==> config.mk <==
export PLATFORM = sky130hd
export DESIGN_NAME = reg_wb_arbiter
export DESIGN_NICKNAME = d
export VERILOG_FILES = /design/src/rtl/reg_wb_arbiter.sv
export SDC_FILE = /design/constraint.sdc
export NUM_CORES = 1
export LEC_CHECK = 0
export CAP_MARGIN = 20
export CORE_AREA = 2 2 79 73
export CTS_CLUSTER_SIZE = 28
export DETAILED_ROUTE_END_ITERATION = 10
export DIE_AREA = 0 0 81 75
export GPL_TIMING_DRIVEN = 0
export HOLD_SLACK_MARGIN = 0.15
export PLACE_DENSITY = 0.75
export SLEW_MARGIN = 40
export SYNTH_ARGS = -nofsm -noshare
export SYNTH_HDL_FRONTEND = slang
export SYNTH_SLANG_ARGS = --single-unit
export TNS_END_PERCENT = 10
==> constraint.sdc <==
create_clock -name clk -period 5.2 [get_ports clk]
set_clock_uncertainty 0.1 [all_clocks]
set_input_delay 0.52 -clock clk [delete_from_list [all_inputs] [get_ports clk]]
set_output_delay 0.52 -clock clk [all_outputs]
set_load 0.1 [all_outputs]
==> src/rtl/reg_wb_arbiter.sv <==
// Register-file writeback arbiter: ALU (valid/ready) vs. load FIFO, round-robin, registered write stage.
// Optional saturating grant counters are enabled with `define WB_COUNT_EN.
module reg_wb_arbiter #(
   parameter int W     = 9,
   parameter int AW    = 2,
   parameter int DEPTH = 2
) (
   input  logic            clk,
   input  logic            reset,
   input  logic            stall,
   input  logic            alu_req,
   input  logic [AW-1:0]   alu_addr,
   input  logic [W-1:0]    alu_data,
   output logic            alu_ready,
   input  logic            mem_valid,
   input  logic [AW-1:0]   mem_addr,
   input  logic [W-1:0]    mem_data,
   output logic            mem_full,
   output logic            overflow,
   output logic            write,
   output logic [AW-1:0]   rd_addr,
   output logic [W-1:0]    rd_in,
   output logic [2**AW-1:0] busy
`ifdef WB_COUNT_EN
   ,
   output logic [7:0]      alu_cnt,
   output logic [7:0]      mem_cnt
`endif
);

   localparam int PW = $clog2(DEPTH);
   localparam int CW = $clog2(DEPTH + 1);

   typedef enum logic {PTR_MEM = 1'b0, PTR_ALU = 1'b1} ptr_e;

   ptr_e            ptr_q, ptr_d;
   logic [AW-1:0]   fa_q [DEPTH];
   logic [W-1:0]    fd_q [DEPTH];
   logic [DEPTH-1:0] fv_q, fv_d;
   logic [PW-1:0]   rd_ptr_q, rd_ptr_d, wr_ptr_q, wr_ptr_d;
   logic [CW-1:0]   count_q, count_d;
   logic            ovf_q, ovf_d;
   logic            write_q, write_d;
   logic [AW-1:0]   rd_addr_q, rd_addr_d;
   logic [W-1:0]    rd_in_q, rd_in_d;
   logic            fifo_ne, fifo_full, gm, ga, push, contended;

   always_comb begin
      fifo_ne   = (count_q != '0);
      fifo_full = (count_q == CW'(DEPTH));
      gm        = !stall && fifo_ne && (!alu_req || ptr_q == PTR_MEM || fifo_full);
      ga        = !stall && alu_req && !gm;
      alu_ready = !stall && !(fifo_ne && (ptr_q == PTR_MEM || fifo_full));
      // A full FIFO may still accept a load when its head leaves in the same cycle.
      push      = mem_valid && (!fifo_full || gm);
      contended = !stall && fifo_ne && alu_req;

      ptr_d = ptr_q;
      if (contended) ptr_d = gm ? PTR_ALU : PTR_MEM;

      ovf_d = ovf_q | (mem_valid && !push);

      count_d  = count_q;
      rd_ptr_d = rd_ptr_q;
      wr_ptr_d = wr_ptr_q;
      fv_d     = fv_q;
      if (gm) begin
         rd_ptr_d       = rd_ptr_q + PW'(1);
         fv_d[rd_ptr_q] = 1'b0;
      end
      if (push) begin
         wr_ptr_d       = wr_ptr_q + PW'(1);
         fv_d[wr_ptr_q] = 1'b1;
      end
      if (push && !gm)      count_d = count_q + CW'(1);
      else if (!push && gm) count_d = count_q - CW'(1);

      write_d   = gm || ga;
      rd_addr_d = rd_addr_q;
      rd_in_d   = rd_in_q;
      if (gm) begin
         rd_addr_d = fa_q[rd_ptr_q];
         rd_in_d   = fd_q[rd_ptr_q];
      end else if (ga) begin
         rd_addr_d = alu_addr;
         rd_in_d   = alu_data;
      end
   end

   always_ff @(posedge clk or posedge reset) begin
      if (reset) begin
         ptr_q     <= PTR_MEM;
         fv_q      <= '0;
         rd_ptr_q  <= '0;
         wr_ptr_q  <= '0;
         count_q   <= '0;
         ovf_q     <= 1'b0;
         write_q   <= 1'b0;
         rd_addr_q <= '0;
         rd_in_q   <= '0;
      end else begin
         ptr_q     <= ptr_d;
         fv_q      <= fv_d;
         rd_ptr_q  <= rd_ptr_d;
         wr_ptr_q  <= wr_ptr_d;
         count_q   <= count_d;
         ovf_q     <= ovf_d;
         write_q   <= write_d;
         rd_addr_q <= rd_addr_d;
         rd_in_q   <= rd_in_d;
      end
   end

   // Entry payload needs no reset: the valid bits gate every use of it.
   always_ff @(posedge clk) begin
      if (push) begin
         fa_q[wr_ptr_q] <= mem_addr;
         fd_q[wr_ptr_q] <= mem_data;
      end
   end

   for (genvar gi = 0; gi < 2**AW; gi++) begin : g_busy
      logic [DEPTH-1:0] hit;
      for (genvar gj = 0; gj < DEPTH; gj++) begin : g_ent
         assign hit[gj] = fv_q[gj] && (fa_q[gj] == AW'(gi));
      end
      assign busy[gi] = (|hit) || (write_q && rd_addr_q == AW'(gi));
   end

   assign mem_full = fifo_full;
   assign overflow = ovf_q;
   assign write    = write_q;
   assign rd_addr  = rd_addr_q;
   assign rd_in    = rd_in_q;

`ifdef WB_COUNT_EN
   logic [7:0] alu_cnt_q, alu_cnt_d, mem_cnt_q, mem_cnt_d;

   always_comb begin
      alu_cnt_d = alu_cnt_q;
      mem_cnt_d = mem_cnt_q;
      if (ga && alu_cnt_q != 8'hFF) alu_cnt_d = alu_cnt_q + 8'd1;
      if (gm && mem_cnt_q != 8'hFF) mem_cnt_d = mem_cnt_q + 8'd1;
   end

   always_ff @(posedge clk or posedge reset) begin
      if (reset) begin
         alu_cnt_q <= '0;
         mem_cnt_q <= '0;
      end else begin
         alu_cnt_q <= alu_cnt_d;
         mem_cnt_q <= mem_cnt_d;
      end
   end

   assign alu_cnt = alu_cnt_q;
   assign mem_cnt = mem_cnt_q;
`endif

endmodule

==> qor.txt, run 1 <==
Status = finished clean
R2R Path Start = count_q[0]
Total wire length = 4290 µm
Synth cell count leaders = 22 x edfxtp_1, 20 x dfrtp_1, 13 x o21ai_0
Register area share after synthesis = 56.7%
Largest area contributor in the netlist = edfxtp_1
DRT iter0 DRCs = 102
Yosys warning total = 0
Fmax = 374 MHz
Wirelength per Cell = 15.4 µm
Worst-path clk slew = 0.08 ns
Placer Congestion = 0.826
Main area contributors after synthesis = edfxtp_1 32%, dfrtp_1 24%, a2111oi_2 5.9%
Reg2Reg Setup Slack = 3.38 ns
Req. time, crit path = 4.58 ns
R2r endpoint = count_q[1]
CTS Buf Count = 5
Max Used Layer = met4
CP endpoint kind = primary output
Worst-Skew Late Latency = 0.30 ns
Arrival @ worst endpoint = 2.05 ns
# H-tree levels = 2
Routed vias/inst = 5.19
Hold Path Cell Cnt = 1
RSZ-0062 raised after global routing = false
Core area = 5190 µm²
Worst hold path class = reg -> reg
Overall Global Routing Usage = 15.6%
Final Setup Violations = 0
Worst Hold Endpoint = overflow
Final instance area = 2580 µm²
Initial antenna violation count = 0
Worst Setup Start Kind = input port
Hold Crit Start = overflow
Post-DP HPWL = 3090 µm
First-pass GRT wire length = 6890 µm
Die ar. = 6080 µm²
Detailed route wirelength on metal3 = 270 µm
Mapped Avg Cell Area = 12.9 µm²
Post-synth EDFFs = 22
Syn Nets = 187
Die height = 75 µm
Top cell type's share of synthesized area = 32.3%
CTS tree = built
Largest net degree at the start of global routing = 21
Crit path kind = in -> out
Count leader, synth = edfxtp_1
Worst Max-Slew Pin Slew = 0.611 ns
Row count = 25
Post-CTS setup buffer count = 0
Hold buffers post-CTS = 0
Most used DFF post-synth = edfxtp_1
Max-capacitance violation count = 0
I/O pins = 46
Post-route ant nets = 0
Synthesized area = 2050 µm²
DRC viols = 0
Met2 wire length = 1900 µm
Final Max Tran Viols = 0
Hold Fails Final Rpt = 0
Period minus WS final = 2.67 ns
Async SR Flop Fraction = 47.6%
Vias = 1447
Crit-path max FO = 10
Pre-antenna DRT Iters = 6
Starting Density = 39.4%
Slew HR = 59.3%
Count of input and output buffers = 45
Post-route setup TNS = 0 ns
Worst R2R Path Depth = 8
Mapped Cells = 159
GR Overflow Total = 0
Placed inst area = 2490 µm²
Distinct cells, synth = 36
Final-stage net count = 239
Crit share post-route = 51.4%
CTS Sinks = 42
Number of global-route vias before repair = 1371
Antenna diode count = 0
Post-synthesis register bit count = 42
M1 WL = 2080 µm
Layout cells sized above 1 = 28.3%
CTS resizes = 0
Area growth, synth to finish = 26.0%
DIE WIDTH = 81 µm
Root buffer cell = clkbuf_8
Worst-case clock buffer depth = 2
-- cell type report --
class	instances	area, µm²
fillers	499	2610
flip-flops and latches	42	1160
multi-input cells	103	773
repair buffers	45	355
plain buffers	11	104
well taps	67	83.8
clock buffers	5	68.8
clock inverters	3	21.3
inverters	3	11.3
-- flip-flops by register name, summed over array words and instances (netlist names) --
name,cells
ptr_q,1
rd_in,9
fa_q,4
wr_ptr_q,1
rd_ptr_q,1
overflow,1
fv_q,2
write,1
fd_q,18
rd_addr,2
count_q,2
-- placed cells by master, fill, tap and decap left out, types with 2 or more instances in the layout --
cell type,Yosys,layout
o31ai_1,12,12
dfrtp_1,20,20
xor2_1,2,2
nand3_1,6,6
a21oi_1,12,12
nand2_1,8,8
o22a_1,2,2
buf_6,6,6
buf_4,2,2
a2111oi_2,8,8
nor2_1,5,4
clkbuf_8,0,5
and3_1,2,2
o21ai_0,13,13
nor2b_1,3,3
buf_2,0,19
and2b_2,8,8
a2111oi_0,2,2
xnor2_1,3,3
clkdlybuf4s50_1,0,26
edfxtp_1,22,22
nand3b_1,2,2
inv_1,3,2
nor3b_1,3,3
-- worst max-delay path, cell delays in order --
cell and delay [ns]:
clkdlybuf4s50_1 0.56, clkdlybuf4s15_1 0.39, nor2_1 0.15, buf_2 0.43
-- through the flow --
stage / cells / hold slack [ns] / worst slack, ns / util, %
floorplan: 159 / 0.376 / 2.03 / -
global placement: 271 / 0.348 / 1.79 / 49.7
detailed placement: 271 / 0.353 / 2.51 / 47.9
CTS: 279 / 0.372 / 2.51 / 49.7
global route: 279 / 0.380 / 2.45 / 49.7
finish: 279 / 0.369 / 2.53 / 49.7
-- kinds of logic after synthesis --
group | count (synthesis) | share of synthesized area (%)
DFF | 42 | 56.7
buffers and inverters | 14 | 5.62
xor gates and xnor gates | 5 | 2.14
AOI/OAI and AO/OA | 55 | 22.4
and+or+nand+nor | 42 | 12.5
adders and majority gates | 1 | 0.611
-- how the worst max path moves through the flow --
stage	from	end	slack, ns
6_report	stall	alu_ready	2.53
5_1_grt	stall	alu_ready	2.45
4_1_cts	stall	alu_ready	2.51
3_5_place_dp	stall	alu_ready	2.51
3_3_place_gp	stall	alu_ready	1.79
2_1_floorplan	fa_q[0][0]	busy[2]	2.03
-- layer usage --
metal	track usage, %	vias to the layer above
met5	0	-
met4	5.65	0
met3	4.20	6
met2	24.2	43
met1	21.4	689
li1	-	709
Power of run 1 is not shown: default switching activity piles up to over one toggle a cycle in this logic, so the estimate is an artifact.
==> run 2: changes to the inputs <==
--- a/config.mk
+++ b/config.mk
@@ -12,7 +12,7 @@
 export DIE_AREA = 0 0 81 75
 export GPL_TIMING_DRIVEN = 0
 export HOLD_SLACK_MARGIN = 0.15
-export PLACE_DENSITY = 0.75
+export PLACE_DENSITY = 0.77
 export SLEW_MARGIN = 40
 export SYNTH_ARGS = -nofsm -noshare
 export SYNTH_HDL_FRONTEND = slang
==> constraint.sdc (replaced) <==
create_clock -name clk -period 2.3 [get_ports clk]
set_clock_uncertainty 0.1 [all_clocks]
set_input_delay 0.23 -clock clk [delete_from_list [all_inputs] [get_ports clk]]
set_output_delay 0.23 -clock clk [all_outputs]
set_load 0.1 [all_outputs]
==> qor.txt, run 2 (same netlist as run 1, synthesis figures left out) <==
Worst Setup Start Kind = input port
Arrival @ worst endpoint = 1.79 ns (-0.26 ns)
Slew HR = 51.7% (-7.5 points)
Final-stage net count = 239 (unchanged)
Req. time, crit path = 1.97 ns (-2.61 ns)
CTS tree = built
Status = finished clean
Hold Fails Final Rpt = 0 (unchanged)
Vias = 1419 (-1.9%)
CP endpoint kind = primary output
Crit share post-route = 92.1%
Flip-flop count of the largest register after layout = 18 (unchanged)
Biggest register = fd_q
Row count = 25 (unchanged)
Worst hold path class = in -> async
Fillers = 484 (-3.0%)
Root buffer cell = clkbuf_8
Worst Max-Slew Pin Slew = 0.719 ns (+0.108 ns)
Final Setup Violations = 0 (unchanged)
Worst-Skew Late Latency = 0.30 ns (about the same)
Max-capacitance violation count = 0 (unchanged)
Most frequent cells in the layout = 26 x clkdlybuf4s50_1, 22 x edfxtp_1, 20 x dfrtp_1, 19 x buf_2
Slowest cell on crit path = clkdlybuf4s50_1
Worst-case clock buffer depth = 2 (unchanged)
Die ar. = 6080 µm² (unchanged)
Commonest non-fill, non-tap cell in the layout = clkdlybuf4s50_1
Placer Congestion = 0.782 (-5.3%)
Routed vias/inst = 5.09 (-1.9%)
CTS Buf Count = 5 (unchanged)
Wirelength per Cell = 14.8 µm (-3.6%)
First-pass GRT wire length = 6590 µm (-4.3%)
Overall Global Routing Usage = 14.9% (-0.69 points)
Hold buffers post-CTS = 0 (unchanged)
Largest net degree at the start of global routing = 21 (unchanged)
Worst-path clk slew = 0.08 ns (about the same)
Count of input and output buffers = 45 (unchanged)
CP bufs+invs = 3 (unchanged)
Initial antenna violation count = 0 (unchanged)
Critical-path cell list = clkdlybuf4s50_1 -> clkdlybuf4s15_1 -> nor2_1 -> buf_2
Number of global-route vias before repair = 1362 (-0.66%)
Starting Density = 39.4% (unchanged)
Layout cells sized above 1 = 28.3% (unchanged)
Final worst slack = 0.182 ns (-2.35 ns)
DRT iter0 DRCs = 83 (-19%)
# H-tree levels = 2 (unchanged)
Post-route ant nets = 0 (unchanged)
Area growth, synth to finish = 27.1%
Post-place setup slack = 0.131 ns (-2.38 ns)
CP peak stage delay = 0.56 ns (about the same)
Pre-antenna DRT Iters = 4 (-2)
DRC viols = 0 (unchanged)
I/O pins = 46 (unchanged)
Crit path kind = in -> out
DIE WIDTH = 81 µm (unchanged)
CTS resizes = 0 (unchanged)
Post-DP HPWL = 3010 µm (-2.7%)
Fmax = 472 MHz
Final Max Tran Viols = 0 (unchanged)
Total wire length = 4140 µm (-3.6%)
Die height = 75 µm (unchanged)
Core Util, Final = 50.1% (+0.43 points)
RSZ-0062 raised after global routing = false
Period minus WS final = 2.12 ns
GR Overflow Total = 0 (unchanged)
Core area = 5190 µm² (unchanged)
Crit-path max FO = 10 (unchanged)
Post-CTS setup buffer count = 0 (unchanged)
Antenna diode count = 0 (unchanged)
CTS Sinks = 42 (unchanged)
Top Family by Delay on Critical Path = buffers and inverters
## run 2: path summary, 6_finish.rpt
| check | start | cells past startpoint | to | slack (ns) |
|---|---|---|---|---|
| hold / removal | reset | 2 | rd_ptr_q | 0.16 |
| setup / recovery | stall | 4 | alu_ready | 0.18 |
| setup reg to reg | count_q[0] | 7 | count_q[1] | 0.46 |
| hold reg to reg | overflow | 1 | overflow | 0.37 |
| min in group clk | overflow | 1 | overflow | 0.37 |
| max in group asynchronous | reset | 2 | overflow | 1.59 |
## run 2: cell type report
class / count / area, µm² / share of cell area [%]
inverters: 3 / 11.3 / 0.433
well taps: 67 / 83.8 / 3.22
flip-flops and latches: 42 / 1160 / 44.6
repair buffers: 45 / 355 / 13.7
clock inverters: 3 / 40.0 / 1.54
plain buffers: 11 / 104 / 3.99
clock buffers: 5 / 68.8 / 2.65
multi-input cells: 103 / 777 / 29.9
## run 2: metal layers
metal / part of all wire [%] / vias up / GRT usage [%]
li1: - / 706 / -
met2: 47 / 38 / 23.0
met5: 0 / - / 0
met1: 47 / 670 / 20.4
met4: 1.4 / 0 / 7.34
met3: 4.8 / 5 / 3.00
## run 2: worst reg2reg max path, delay by kind of cell, from the launching register on
kind / cells / cell delay, ns
flops: 1 / 0.41
xor+xnor: 1 / 0.15
fa+ha+maj: 1 / 0.34
simple gates: 3 / 0.41
buf+inv: 2 / 0.37
## run 2: stage by stage
| step | area (µm²) | hold WS, ns | std cells | TNS [ns] |
|---|---|---|---|---|
| floorplan | 2050 | 0.0938 | 159 | -0.155 |
| global placement | 2580 | 0.355 | 271 | -0.533 |
| detailed placement | 2490 | 0.355 | 271 | 0 |
| CTS | 2600 | 0.283 | 279 | 0 |
| global route | 2600 | 0.210 | 279 | 0 |
| finish | 2600 | 0.162 | 279 | 0 |
Power of run 2 is left out for the same reason.
